[src/rtl/instr_fetch_unit.sv]
// rtl/instr_fetch_unit.sv - instruction fetch stage: PC, ROM addressing, in-order {pc, instr} queue, redirect flush
//
// Ports:
//   clk            system clock, all state updates on the rising edge
//   rst            synchronous reset, active-high, highest priority
//   imem_addr      ROM word address, driven straight from the pc register
//   imem_rdata     combinational ROM read data for imem_addr
//   redirect_valid flush the queue and load redirect_pc this cycle
//   redirect_pc    redirect target word address
//   out_valid      queue head holds an instruction and no redirect is active
//   out_ready      decode accepts the head this cycle
//   out_instr      instruction at the queue head, 0 when empty
//   out_pc         word address of out_instr, 0 when empty
//   occupancy      number of valid queue entries

module instr_fetch_unit #(
  parameter int          DEPTH    = 4,
  parameter logic [31:0] RESET_PC = 32'h0000_0000
) (
  input  logic                       clk,
  input  logic                       rst,
  output logic [31:0]                imem_addr,
  input  logic [31:0]                imem_rdata,
  input  logic                       redirect_valid,
  input  logic [31:0]                redirect_pc,
  output logic                       out_valid,
  input  logic                       out_ready,
  output logic [31:0]                out_instr,
  output logic [31:0]                out_pc,
  output logic [$clog2(DEPTH):0]     occupancy
);

  localparam int AW = $clog2(DEPTH);
  localparam int CW = AW + 1;

  logic [31:0]   pc;
  logic [31:0]   q_pc    [DEPTH];
  logic [31:0]   q_instr [DEPTH];
  logic [AW-1:0] head;
  logic [AW-1:0] tail;
  logic [CW-1:0] count;

  logic          not_empty;
  logic          not_full;
  logic          pop;
  logic          fetch;

  assign imem_addr = pc;
  assign not_empty = (count != '0);
  assign not_full  = (count < CW'(DEPTH));

  // A redirect hides the head so decode never consumes a stale instruction
  // in the same cycle the queue is being flushed.
  assign out_valid = not_empty && !redirect_valid;
  assign pop       = out_valid && out_ready;

  // When full, a pop frees the head slot at the same edge, so the new word
  // can go into the tail slot (which is the slot being freed).
  assign fetch     = !redirect_valid && (not_full || pop);

  // Outputs come only from queue registers; imem_rdata never reaches them
  // combinationally.
  assign out_instr = not_empty ? q_instr[head] : '0;
  assign out_pc    = not_empty ? q_pc[head]    : '0;
  assign occupancy = count;

  // Queue storage needs no reset: entries are only visible while counted.
  always_ff @(posedge clk) begin
    if (!rst && fetch) begin
      q_pc[tail]    <= pc;
      q_instr[tail] <= imem_rdata;
    end
  end

  always_ff @(posedge clk) begin
    if (rst) begin
      pc    <= RESET_PC;
      head  <= '0;
      tail  <= '0;
      count <= '0;
    end else if (redirect_valid) begin
      pc    <= redirect_pc;
      head  <= '0;
      tail  <= '0;
      count <= '0;
    end else begin
      if (fetch) begin
        tail <= tail + AW'(1);
        pc   <= pc + 32'd1;
      end
      if (pop) begin
        head <= head + AW'(1);
      end
      case ({fetch, pop})
        2'b10:   count <= count + CW'(1);
        2'b01:   count <= count - CW'(1);
        default: count <= count;
      endcase
    end
  end

endmodule

[config.mk]
export PLATFORM = sky130hd
export DESIGN_NAME = instr_fetch_unit
export DESIGN_NICKNAME = d
export VERILOG_FILES = /design/src/rtl/instr_fetch_unit.sv
export SDC_FILE = /design/constraint.sdc
export NUM_CORES = 1
export LEC_CHECK = 0
export CAP_MARGIN = 20
export CORE_MARGIN = 2
export CORE_UTILIZATION = 45
export CTS_CLUSTER_SIZE = 8
export DETAILED_ROUTE_END_ITERATION = 8
export PLACE_DENSITY = 0.76
export SYNTH_ARGS = -nofsm -noshare
export SYNTH_HDL_FRONTEND = slang
export SYNTH_SLANG_ARGS = --single-unit
[constraint.sdc]
create_clock -name clk -period 9.7 [get_ports clk]
set_clock_uncertainty 0.05 [all_clocks]
set_input_delay 1.94 -clock clk [delete_from_list [all_inputs] [get_ports clk]]
set_output_delay 1.94 -clock clk [all_outputs]
set_load 0.01 [all_outputs]
==> impl_summary.md <==
Pwr
For this design the static power due to leakage is slightly below 5 nW. The power per standard cell area is 192 nW/um2. The peak ir drop on the vdd network is ~0.10 mV. The post-route total power is slightly below 3 mW.

Die
The floorplan step defined a core boundary enclosing roughly 27000 um2. In this run the core area contains 60 standard-cell rows. The floorplan step defined a die boundary enclosing ~28000 um2.

The die is 169 um wide. The die is 169 um tall. The initial core utilization is between 40% and 50%. In this run the count of I/O pins placed on the die edge is ~170.

Place
Input and output buffers added on the ports amount to roughly 170. The HPWL after detailed placement is 15800 um. Counting tap cells, the placed design contains a total of around 1200 instances. The placer's final routability congestion estimate is approximately 0.86.

Timing
The actual slew at the worst max-slew pin is around 1000 ps. After routing, the total negative slack on setup checks comes to 0 ps. The ratio of final minimum period to clock period is between 50% and 60%. The minimum clock period after layout is between 5000 and 6000 ps. The final number of max-transition violations is 0. The headroom to the max-slew limit is around 30%. The number of failing hold endpoints at the final stage was 0. Setup violations remaining at the end of the flow were counted as 0. Setup repair after global routing left no endpoint under its margin.

The maximum operating frequency is about 0.18 GHz.

Yosys
After technology mapping, the gate count stands at 735. By count the netlist is led by 256 x sky130_fd_sc_hd__edfxtp_1, 69 x sky130_fd_sc_hd__nor2b_1, 64 x sky130_fd_sc_hd__mux4_2, 41 x sky130_fd_sc_hd__dfxtp_1, 35 x sky130_fd_sc_hd__nor2_1. The portion of synthesized cell area occupied by the leading cell type is a little over three fifths. By area the synthesized netlist is led by sky130_fd_sc_hd__edfxtp_1 63%, sky130_fd_sc_hd__mux4_2 12%, sky130_fd_sc_hd__dfxtp_1 6.7%.

The leading register cell type out of synthesis is sky130_fd_sc_hd__edfxtp_1. The Yosys step of the flow raised 0 warnings. The area of the mapped netlist is roughly 12000 um2. The cell with the most instances after synthesis is sky130_fd_sc_hd__edfxtp_1. The biggest area consumer among synthesized cells is sky130_fd_sc_hd__edfxtp_1. The unique cell type count in the Yosys netlist is 52. The share of async-settable or async-resettable flops after synthesis is 0%.

Counting every net in the synthesized netlist gives a little over 800. The mean instance size in the synthesized netlist is approximately 17 um2. The number of flip-flops and latches in the synthesized netlist is between 200 and 300. The share of synthesized area occupied by flip-flops and latches is approximately 70%. Yosys mapped a number of flops with a built-in enable equal to approximately 260.

Drt
The via total after detailed routing is 7241. The total DRC errors in the routed layout is 0. In the routed layout, each cell is associated on average with a via count of 5.72. After detailed routing, the total wire length is around 27000 um. The average routed wire per standard cell is 21.5 um. The number of nets still failing antenna checks after routing is 0. After the first detailed-routing iteration, the DRC count stood at ~840. The length of the first detailed-routing pass in iterations is 7.

Critical path
The worst setup path is captured at a primary output. STA puts the critical path data arrival time at approximately 3400 ps. The critical path is of the in -> out type. STA puts the critical path data required time at a little under 8000 ps.

Along the worst path, the maximum fanout reaches 40. The nature of the critical path startpoint is an input port.

Run
Max-cap violations in this run came to 0.

GRT
The number of antenna violations at the first check in global routing is 0. In the global route stage, met2 resource usage came out at 30.3%. For this run, global-route usage on met3 was measured as 4.07%.

The most used routing layer in global routing is met2. The first global-routing pass estimated 42100 um of wire. The global-route usage over all layers is ~19%. The via count of the first global-routing pass is about 7300. The largest net degree at the start of global routing is a little under 70. The remaining global-route overflow is 0. For met1 alone, demand over resource in global routing was ~28%.

Clocking
TritonCTS built the clock tree. The tree is rooted in a sky130_fd_sc_hd__clkbuf_16. The clock sink total is roughly 300. The total of hold buffers inserted after clock tree synthesis is 0. In this run the post-CTS setup repair buffer count came out at 0.

The TritonCTS buffer count is 43. The number of levels the H-tree was split into is 2. The clock edge transition at the registers on the reported setup and hold paths is around 50 ps. The clock passes through at most 3 buffers.

The clock latency reported for the late side of the worst-skew pair is 510 ps. The post-cts resize count is 0.

Layout
The net total in the final layout is approximately 980. The diode insertion count for antenna repair is 0. The post-route netlist has between 10% and 20% of its cells at a drive strength greater than 1.

The count of cells in the finished layout, fillers not included, comes to ~1300. The final core area utilization is 57.5%. Relative to the synthesized area, the layout overhead comes to 26.0%.

Min path
The path class of the tightest hold or removal check is reg -> reg.

Status
The flow ran to the end, and the final reports show no timing, DRC or antenna violations.
## layer usage
metal  vias to the layer above  wire length [um]
li1                       3266                 -
met1                      3606             11800
met2                       323             12800
met3                        46              1960
met4                         0               602
met5                         -                 0
## power by group
| part | internal (mW) | leakage [nW] | switching [mW] | total [mW] |
|---|---|---|---|---|
| combinational | 0.0982 | 1.55 | 0.0856 | 0.184 |
| sequential | 1.43 | 2.67 | 0.0347 | 1.46 |
| clock | 0.829 | 0.576 | 0.488 | 1.32 |
| total | 2.35 | 4.80 | 0.608 | 2.96 |
## worst max-delay path, cell delays in order
cell and delay (ps):
sky130_fd_sc_hd__clkdlybuf4s50_1 460, sky130_fd_sc_hd__buf_4 360, sky130_fd_sc_hd__nor2_1 130, sky130_fd_sc_hd__clkdlybuf4s50_1 530
## metrics by stage
| stage | area [um2] | setup slack [ps] | hold WS [ps] |
|---|---|---|---|
| floorplan | 12200 | 4830 | 440 |
| global placement | 14200 | 4290 | 457 |
| detailed placement | 14200 | 4290 | 466 |
| CTS | 15400 | 4290 | 473 |
| global route | 15400 | 4150 | 496 |
| finish | 15400 | 4270 | 467 |
## worst paths after layout
path / start / to / slack [ps] / depth (start not counted)
hold reg to reg: head[1] / flop / 470 / 2
hold / removal: head[1] / flop / 470 / 2
setup reg to reg: occupancy[2] / occupancy[2] / 6650 / 9
setup / recovery: redirect_valid / out_valid / 4270 / 4
## cell type report
| class | count | area [um2] |
|---|---|---|
| fill | 2010 | 11400 |
| sequential | 297 | 8520 |
| multi-input combinational | 381 | 3500 |
| timing repair buffer | 172 | 1710 |
| clock buffer | 60 | 1180 |
| tap | 341 | 427 |
| inverter | 14 | 52.6 |
| clock inverter | 1 | 8.76 |
## cells in the final DEF (no fill, tap or decap), types with 5 or more instances in the layout
cell,instances
sky130_fd_sc_hd__edfxtp_1,256
sky130_fd_sc_hd__clkdlybuf4s50_1,167
sky130_fd_sc_hd__nor2b_1,69
sky130_fd_sc_hd__mux4_2,64
sky130_fd_sc_hd__clkbuf_16,45
sky130_fd_sc_hd__dfxtp_1,39
sky130_fd_sc_hd__nor2_1,35
sky130_fd_sc_hd__nand2_1,24
sky130_fd_sc_hd__nand3_1,16
sky130_fd_sc_hd__clkbuf_1,15
sky130_fd_sc_hd__inv_1,14
sky130_fd_sc_hd__a21oi_1,12
sky130_fd_sc_hd__nand4_1,12
sky130_fd_sc_hd__o21ai_0,11
sky130_fd_sc_hd__a311oi_1,11
sky130_fd_sc_hd__or3_1,9
sky130_fd_sc_hd__and4_1,9
sky130_fd_sc_hd__a211oi_1,9
sky130_fd_sc_hd__xnor2_1,8
sky130_fd_sc_hd__or4_1,8
sky130_fd_sc_hd__o211ai_1,7
sky130_fd_sc_hd__and3_1,6
sky130_fd_sc_hd__nor3_1,6
sky130_fd_sc_hd__ha_1,6
sky130_fd_sc_hd__buf_4,5
## logic make-up after synthesis
| family | Yosys count | synth area share (%) |
|---|---|---|
| flops | 297 | 69.6 |
| mux | 65 | 11.9 |
| simple gates | 221 | 10.5 |
| xor+xnor | 12 | 0.860 |
| compound gates | 76 | 4.50 |
| fa+ha+maj | 7 | 0.778 |
| buf+inv | 57 | 1.85 |
## registers in the layout, summed over array words and instances, names as in the netlist, named ones only
name	count
imem_addr	32
tail	2
occupancy	3
q_pc	128
q_instr	128
head	2
No activity file was read; power rests on OpenSTA's default activity.
